`src/rtl/alu_issue_ctrl.sv`:
```
`default_nettype none
// ============================================================================
// Module  : alu_issue_ctrl
// Brief   : Issues operations to a clocked ALU and returns results/flags with
//           carry chaining; valid/ready request and response channels.
// Revision: 1.0 - initial release
// ============================================================================
module alu_issue_ctrl #(
    parameter int WIDTH       = 32,
    parameter int OP_W        = 4,
    parameter int OP_MAX      = 9,
    parameter int ALU_LATENCY = 1,
    parameter int CNT_W       = 16
) (
    input  logic             Clk,
    input  logic             Rst_n,
    input  logic             ReqValid,
    output logic             ReqReady,
    input  logic [WIDTH-1:0] ReqA,
    input  logic [WIDTH-1:0] ReqB,
    input  logic [OP_W-1:0]  ReqOp,
    input  logic             ReqCin,
    input  logic             ReqUseCarry,
    output logic [WIDTH-1:0] ALUA,
    output logic [WIDTH-1:0] ALUB,
    output logic [OP_W-1:0]  ALUControl,
    output logic             ALUFlagIn,
    input  logic [WIDTH-1:0] ALUResult,
    input  logic [3:0]       ALUFlags,
    output logic             RspValid,
    input  logic             RspReady,
    output logic [WIDTH-1:0] RspResult,
    output logic [3:0]       RspFlags,
    output logic             RspErr,
    output logic             Busy,
    output logic [CNT_W-1:0] OpCount
);

    localparam logic [OP_W-1:0] c_OP_MAX = OP_W'(OP_MAX);
    localparam logic [3:0]      c_LAT    = 4'(ALU_LATENCY);

    typedef enum logic [1:0] {
        S_IDLE = 2'd0,
        S_WAIT = 2'd1,
        S_RESP = 2'd2
    } state_t;

    state_t     r_state;
    logic [3:0] r_lat_cnt;
    logic       r_carry;
    logic       w_legal;

    assign w_legal = (ReqOp <= c_OP_MAX);

    // All outputs are registered; ReqReady/Busy track the next state.
    always_ff @(posedge Clk or negedge Rst_n) begin
        if (!Rst_n) begin
            r_state    <= S_IDLE;
            r_lat_cnt  <= 4'd0;
            r_carry    <= 1'b0;
            ReqReady   <= 1'b1;
            ALUA       <= '0;
            ALUB       <= '0;
            ALUControl <= '0;
            ALUFlagIn  <= 1'b0;
            RspValid   <= 1'b0;
            RspResult  <= '0;
            RspFlags   <= 4'd0;
            RspErr     <= 1'b0;
            Busy       <= 1'b0;
            OpCount    <= '0;
        end else begin
            case (r_state)
                S_IDLE: begin
                    if (ReqValid) begin
                        ReqReady <= 1'b0;
                        Busy     <= 1'b1;
                        if (w_legal) begin
                            ALUA       <= ReqA;
                            ALUB       <= ReqB;
                            ALUControl <= ReqOp;
                            ALUFlagIn  <= ReqUseCarry ? r_carry : ReqCin;
                            r_lat_cnt  <= c_LAT;
                            r_state    <= S_WAIT;
                        end else begin
                            // Illegal opcode: answer with an error, ALU untouched.
                            RspResult <= '0;
                            RspFlags  <= 4'd0;
                            RspErr    <= 1'b1;
                            RspValid  <= 1'b1;
                            r_state   <= S_RESP;
                        end
                    end
                end
                S_WAIT: begin
                    if (r_lat_cnt != 4'd0) begin
                        r_lat_cnt <= r_lat_cnt - 4'd1;
                    end else begin
                        RspResult <= ALUResult;
                        RspFlags  <= ALUFlags;
                        RspErr    <= 1'b0;
                        r_carry   <= ALUFlags[1];
                        RspValid  <= 1'b1;
                        r_state   <= S_RESP;
                    end
                end
                S_RESP: begin
                    if (RspReady) begin
                        RspValid <= 1'b0;
                        OpCount  <= OpCount + 1'b1;
                        ReqReady <= 1'b1;
                        Busy     <= 1'b0;
                        r_state  <= S_IDLE;
                    end
                end
                default: begin
                    r_state  <= S_IDLE;
                    ReqReady <= 1'b1;
                    Busy     <= 1'b0;
                    RspValid <= 1'b0;
                end
            endcase
        end
    end

endmodule
`default_nettype wire

```
`config.mk`:
```
export PLATFORM = sky130hd
export DESIGN_NAME = alu_issue_ctrl
export DESIGN_NICKNAME = d
export VERILOG_FILES = /design/src/rtl/alu_issue_ctrl.sv
export SDC_FILE = /design/constraint.sdc
export NUM_CORES = 1
export LEC_CHECK = 0
export CORE_MARGIN = 2
export CORE_UTILIZATION = 50
export CTS_CLUSTER_DIAMETER = 50
export CTS_CLUSTER_SIZE = 25
export DETAILED_ROUTE_END_ITERATION = 10
export DONT_BUFFER_PORTS = 1
export PLACE_DENSITY = 0.63
export SLEW_MARGIN = 5
export SYNTH_ARGS = -nofsm -noshare
export SYNTH_HDL_FRONTEND = slang
export SYNTH_SLANG_ARGS = --single-unit
```
`constraint.sdc`:
```
create_clock -name Clk -period 2.6 [get_ports Clk]
set_clock_uncertainty 0.2 [all_clocks]
set_input_delay 0.26 -clock Clk [delete_from_list [all_inputs] [get_ports Clk]]
set_output_delay 0.26 -clock Clk [all_outputs]
set_load 0.02 [all_outputs]
```
Yosys cells after proc, flatten, opt, wreduce, memory -nomap -nowiden
Index checks and enable logic that the tools add are counted.
- register bits after elaboration: 132
- bits of input ports: 110
- output and inout port bits: 125
- equality and inequality tests: 8
- reduce and logical (&&, ||, !) cells: 11
- order comparisons: 1
- $add $sub $neg: 2
- bitwise logic cells: 2
- mux-type cells: 30
- operators by type and width (kind ; count):
    32-bit two-way mux ; 3
    32-bit case mux with 2 select lines ; 1
    4-bit two-way mux ; 6
    16-bit by 1-bit adder with 16-bit output, second input constant ; 1
    4-bit case mux with 2 select lines ; 2
    2-bit != test, second input constant ; 6
    4-bit AND reduction ; 3
    1-bit two-way mux ; 9
    1-bit case mux with 3 select lines ; 3
    3-bit AND reduction ; 3
    2-bit two-way mux ; 4
    2-bit case mux with 3 select lines ; 1
    4-bit <= comparator, second input constant ; 1
    2-bit AND reduction ; 2
    4-bit nonzero test ; 1
    4-bit by 1-bit subtractor with 4-bit output, second input constant ; 1
    2-bit by 1-bit == test with 1-bit output, second input constant ; 1
    2-bit == test, second input constant ; 1
    2-bit zero test ; 1
    1-bit NOT ; 2
    1-bit case mux with 2 select lines ; 1
    2-bit nonzero test ; 1

Depth between registers and ports, before layout
- word-level depth: 4
- depth in mapped cells: 8

Worst setup path before layout
Ideal clock, no wire load.
- path kind: register to register
- start: register r_state[1]
- end: register ALUA[18]
- cell stages (with the launch flop): 9
- setup time: 0.117 ns
- path slack: 0.714 ns
- arrival: 1.570 ns
- period minus slack after synthesis: 1.886 ns
- buffers on the path: 4
- cells stage by stage: dfrtp_1 buf_4 or3b_1 nand2b_1 clkbuf_1 buf_4 buf_6 nand2_1 nand2_1
- word-level cells in the longest chain between the ends: 2
- ends and longest elaborated chain (item ; RTL line ; text):
    from (decl) ; 48 ; state_t r_state;
    from (signal assigned) ; 58 ; r_state <= S_IDLE;
    from (signal assigned) ; 84 ; r_state <= S_WAIT;
    from (signal assigned) ; 91 ; r_state <= S_RESP;
    2-bit zero test ; 73 ; case (r_state)
    3-bit AND reduction (no line) ; n/a ;
    to (signal assigned) ; 79 ; ALUA <= ReqA;
    to (decl) ; 24 ; output logic [WIDTH-1:0] ALUA,
Every way passes these cells.
A chain may end at the register's enable or synchronous reset.

Worst setup path after layout
- start: register r_state[1]
- end: register ALUControl[3]
- word-level cells in the longest chain between the ends: 2
- ends and longest elaborated chain (item ; RTL line ; text):
    2-bit zero test ; 73 ;
    3-bit AND reduction (no line) ; n/a ;
    to (signal assigned) ; 81 ; ALUControl <= ReqOp;
    to (decl) ; 26 ; output logic [OP_W-1:0] ALUControl,
Every way passes these cells.

==> impl_results.rst <==
.. list-table::
   :header-rows: 1

   * - Metric
     - Value
   * - Post-route minimum period
     - 2.39 ns
   * - Most repeated cell in the gate-level netlist after synthesis
     - nand2_1
   * - Commonest cells in the netlist
     - nand2_1, dfrtp_1, a22o_1
   * - Most used flip-flop cell after synthesis
     - dfrtp_1
   * - Mapped Nets
     - 599
   * - Power spent charging and discharging nets
     - 3.41 mW
   * - Pin count of the biggest net entering global routing
     - 133
   * - Number of flops mapped to enable cells by yosys
     - 0
   * - Yosys synthesis warning count
     - 0
   * - Routability congestion estimate
     - 0.800
   * - Hold-fix buffers, CTS
     - 110
   * - Post-cts resize count
     - 0
   * - Starting utilization of the core area
     - 0.518
   * - Lkg Pwr
     - 3.44 nW
   * - Net switching fraction of the power
     - 0.395
   * - CTS Buf Count
     - 17
   * - Max VDD drop
     - 564 uV
   * - Routed wire length
     - 12.9 mm
   * - Number of detailed-routing iterations run before antenna repair
     - 4
   * - Portion of netlist area occupied by mux cells
     - 0.00636
   * - Startpoint type of the worst setup path
     - flop
   * - Slowest stage cell on the critical path
     - dlygate4sd3_1
   * - Final worst path period share
     - 0.919
   * - Yosys top cell by area
     - dfrtp_1
   * - Setup Crit Path Kind
     - reg -> reg
   * - Mean instance size in the synthesized netlist
     - 10.5 sq um
   * - Count of final hold-check violations
     - 132
   * - Area inside the core boundary
     - 9860 sq um
   * - Number of cells in the finished layout apart from fillers
     - 744
   * - Post-synthesis adder-cell area fraction
     - 0.00734
   * - Largest family of logic cells by synthesized area
     - simple AND/OR/NAND/NOR gates
   * - Clock group share of total power
     - 0.280
   * - H-tree depth
     - 4
   * - Number of antenna violations at the first check in global routing
     - 0
   * - FF+latch count, synth
     - 132
   * - Sequential share of the synthesized area
     - 0.646
   * - Synthesized area
     - 5110 sq um
   * - Final hold slack
     - -0.762 ns
   * - Area overhead of the layout relative to synthesis
     - 35.8%
   * - Area fraction of the dominant cell type after synthesis
     - 0.641
   * - Internal portion of total power
     - 5.21 mW
   * - Count of filler cells inserted in the layout
     - 684
   * - Slew of the pin with the lowest slew margin
     - 0.484 ns
   * - Worst EP required
     - 2.84 ns
   * - Layout cell share with drive strength beyond 1
     - 0.0802
   * - CP endpoint kind
     - flop
   * - Die Footprint
     - 11000 sq um
   * - Async set-reset flop share out of synthesis
     - 1.00
   * - I/O pins
     - 235
   * - Number of sinks driven by the clock tree
     - 132
   * - Overall via count from detail_route
     - 3907
   * - Crit Reg-Reg Startpoint
     - r_state[1]
   * - Final setup violating endpoints
     - 0
   * - Classification of the worst-slack hold path
     - in -> async
   * - Final routed DRC violation total
     - 0
   * - Clock transition at the registers of the reported paths
     - 0.06 ns
   * - Number of instances in the synthesized netlist
     - 486
   * - Failing checks
     - negative hold slack
   * - Number of violations of the max-capacitance limit
     - 0
   * - Post-synthesis compound-gate area fraction
     - 0.0759
   * - Count of buffers from port buffering
     - 0
   * - Final antenna diode count
     - 0
   * - Fmax
     - 418 MHz
   * - Destination of the worst register-to-register timing path
     - ALUControl[3]
   * - End point of the critical path
     - ALUControl[3]
   * - CP Data Arrival Time
     - 2.63 ns
   * - DRT antenna net count
     - 0
   * - Share of total power in combinational logic
     - 0.188
   * - Max Root-Sink Buffers
     - 2
   * - Cell-by-cell listing of the critical path
     - or3b_1 -> nor2_4 -> buf_12 -> o22a_1 -> dlygate4sd3_1
   * - Power per unit of standard cell area
     - 1240 nW/um^2
   * - Placed insts
     - 603
   * - Total half-perimeter wirelength after legalization and detailed placement
     - 7.59 mm
   * - Fraction of the mapped netlist area in simple logic gates
     - 0.207
   * - Die Width
     - 105 um
   * - R2R Setup Slk
     - 0.21 ns
   * - Row Count
     - 36
   * - Sequential share of power
     - 0.532
   * - Most area-consuming cells after synthesis
     - dfrtp_1, nand2_1, a22o_1
   * - Synth Area in XOR/XNOR
     - 0.0291
   * - Max Fanout on Critical Path
     - 70
   * - Worst stage delay on the critical path
     - 0.55 ns
   * - Number of distinct standard cells referenced by the synthesized netlist
     - 36
   * - Unrepaired setup endpoints after global routing
     - false
   * - Cell at the root of the clock tree
     - clkbuf_8
   * - Launch point of the worst path
     - r_state[1]
   * - Result of the run
     - finished, violations left
   * - Headroom to the max-slew limit
     - 0.675
   * - Pins over their slew limit
     - 0
   * - Insertion delay to the later sink of the worst-skew pair
     - 0.51 ns
   * - Length in cells of the worst reg-to-reg path
     - 5
   * - Total track usage
     - 0.242
   * - Initial DRC Count
     - 205
   * - Avg WL per Cell
     - 17.4 um
   * - Via count of the first global-routing pass
     - 4104
   * - Global-route wire length before repair
     - 20.9 mm
   * - Count of nets after finishing
     - 712
   * - Die Height
     - 105 um
   * - Setup TNS
     - 0 ns
   * - Residual overflow from global routing
     - 0
   * - Avg Vias per Cell
     - 5.25
   * - CTS tree
     - yes
## layer usage
layer / GRT usage / part of all wire / vias up
met2: 0.421 / 0.52 / 190
met5: 0 / 0 / -
met4: 0.0867 / 0.014 / 0
met3: 0.0998 / 0.092 / 19
met1: 0.267 / 0.38 / 1894
li1: - / - / 1804
## metrics by stage
| step | power [mW] | setup slack (ns) | utilization | cell area, sq um |
|---|---|---|---|---|
| after detailed placement | 6.03 | 0.395 | 0.531 | 5240 |
| after global placement | 5.93 | 0.438 | 0.531 | 5240 |
| after floorplan | 5.54 | 0.714 | - | 5110 |
| after global routing | 9.10 | 0.135 | 0.704 | 6940 |
| after CTS | 8.64 | 0.215 | 0.704 | 6940 |
| final | 8.62 | 0.210 | 0.704 | 6940 |
## power by group through the flow
stage               sequential [mW]  clock [mW]  combinational (mW)
detailed placement             4.59           0                1.44
global route                   4.69        2.56                1.85
floorplan                      4.34           0                1.20
CTS                            4.59        2.45                1.60
global placement               4.59           0                1.34
finish                         4.58        2.41                1.62
## layout make-up
| class | count | area [sq um] | area share |
|---|---|---|---|
| clock inverters | 14 | 188 | 0.0270 |
| inverters | 6 | 22.5 | 0.00324 |
| repair buffers | 117 | 1170 | 0.168 |
| well taps | 133 | 166 | 0.0240 |
| multi-input cells | 325 | 1680 | 0.242 |
| clock buffers | 17 | 414 | 0.0597 |
| flip-flops and latches | 132 | 3300 | 0.476 |
## critical path, delay by kind of cell (launching register included)
kind                   cells  cell delay (ns)
flip-flops                 1             0.48
buffers and inverters      2             0.81
AO/OA/AOI/OAI              1             0.19
AND/OR/NAND/NOR            2             0.61
## how the worst min path moves through the flow
| stage | from | to | slack [ns] |
|---|---|---|---|
| 6_report | Rst_n | OpCount[11] | -0.76 |
| 5_1_grt | Rst_n | OpCount[11] | -0.79 |
| 4_1_cts | Rst_n | ALUB[8] | -0.78 |
| 3_5_place_dp | Rst_n | OpCount[11] | -0.23 |
| 3_3_place_gp | Rst_n | OpCount[11] | -0.23 |
| 2_1_floorplan | Rst_n | ALUA[0] | -0.24 |
## sequential cells by signal, summed over array words and instances, names as in the netlist
| signal | flops |
|---|---|
| ALUA | 32 |
| ALUB | 32 |
| ReqReady | 1 |
| RspFlags | 4 |
| Busy | 1 |
| OpCount | 16 |
| r_state | 2 |
| ALUControl | 4 |
| RspResult | 32 |
| RspErr | 1 |
| RspValid | 1 |
| ALUFlagIn | 1 |
| r_lat_cnt | 4 |
| r_carry | 1 |
## layout by cell type, fill, tap and decap left out, types with 2 or more instances in the layout
cell type / count
nand2_1: 214
dfrtp_1: 131
dlygate4sd3_1: 110
a22o_1: 37
clkbuf_16: 16
xnor2_1: 10
nor2_1: 10
nand3_1: 9
xor2_1: 7
inv_1: 6
buf_4: 6
o21ai_0: 5
clkinvlp_4: 4
bufinv_16: 4
clkinv_2: 4
nor3_1: 3
ha_1: 3
nand2b_1: 2
and3_1: 2
mux2_2: 2
a21oi_1: 2
clkinv_4: 2
## repair_timing
| action | 4_1_cts | 5_1_grt |
|---|---|---|
| hold endpoints to repair | 254 | 132 |
| setup buffers | 0 | 0 |
| setup endpoints to repair | 0 | 0 |
## logic make-up (layout without fill, tap and decap cells)
family          Yosys count  after routing
fa+ha+maj                 3              3
xor+xnor                 17             17
mux                       3              3
simple gates            254            254
buf+inv                  29            154
compound gates           48             48
flops                   132            132
(Power assumes the default switching activity.)
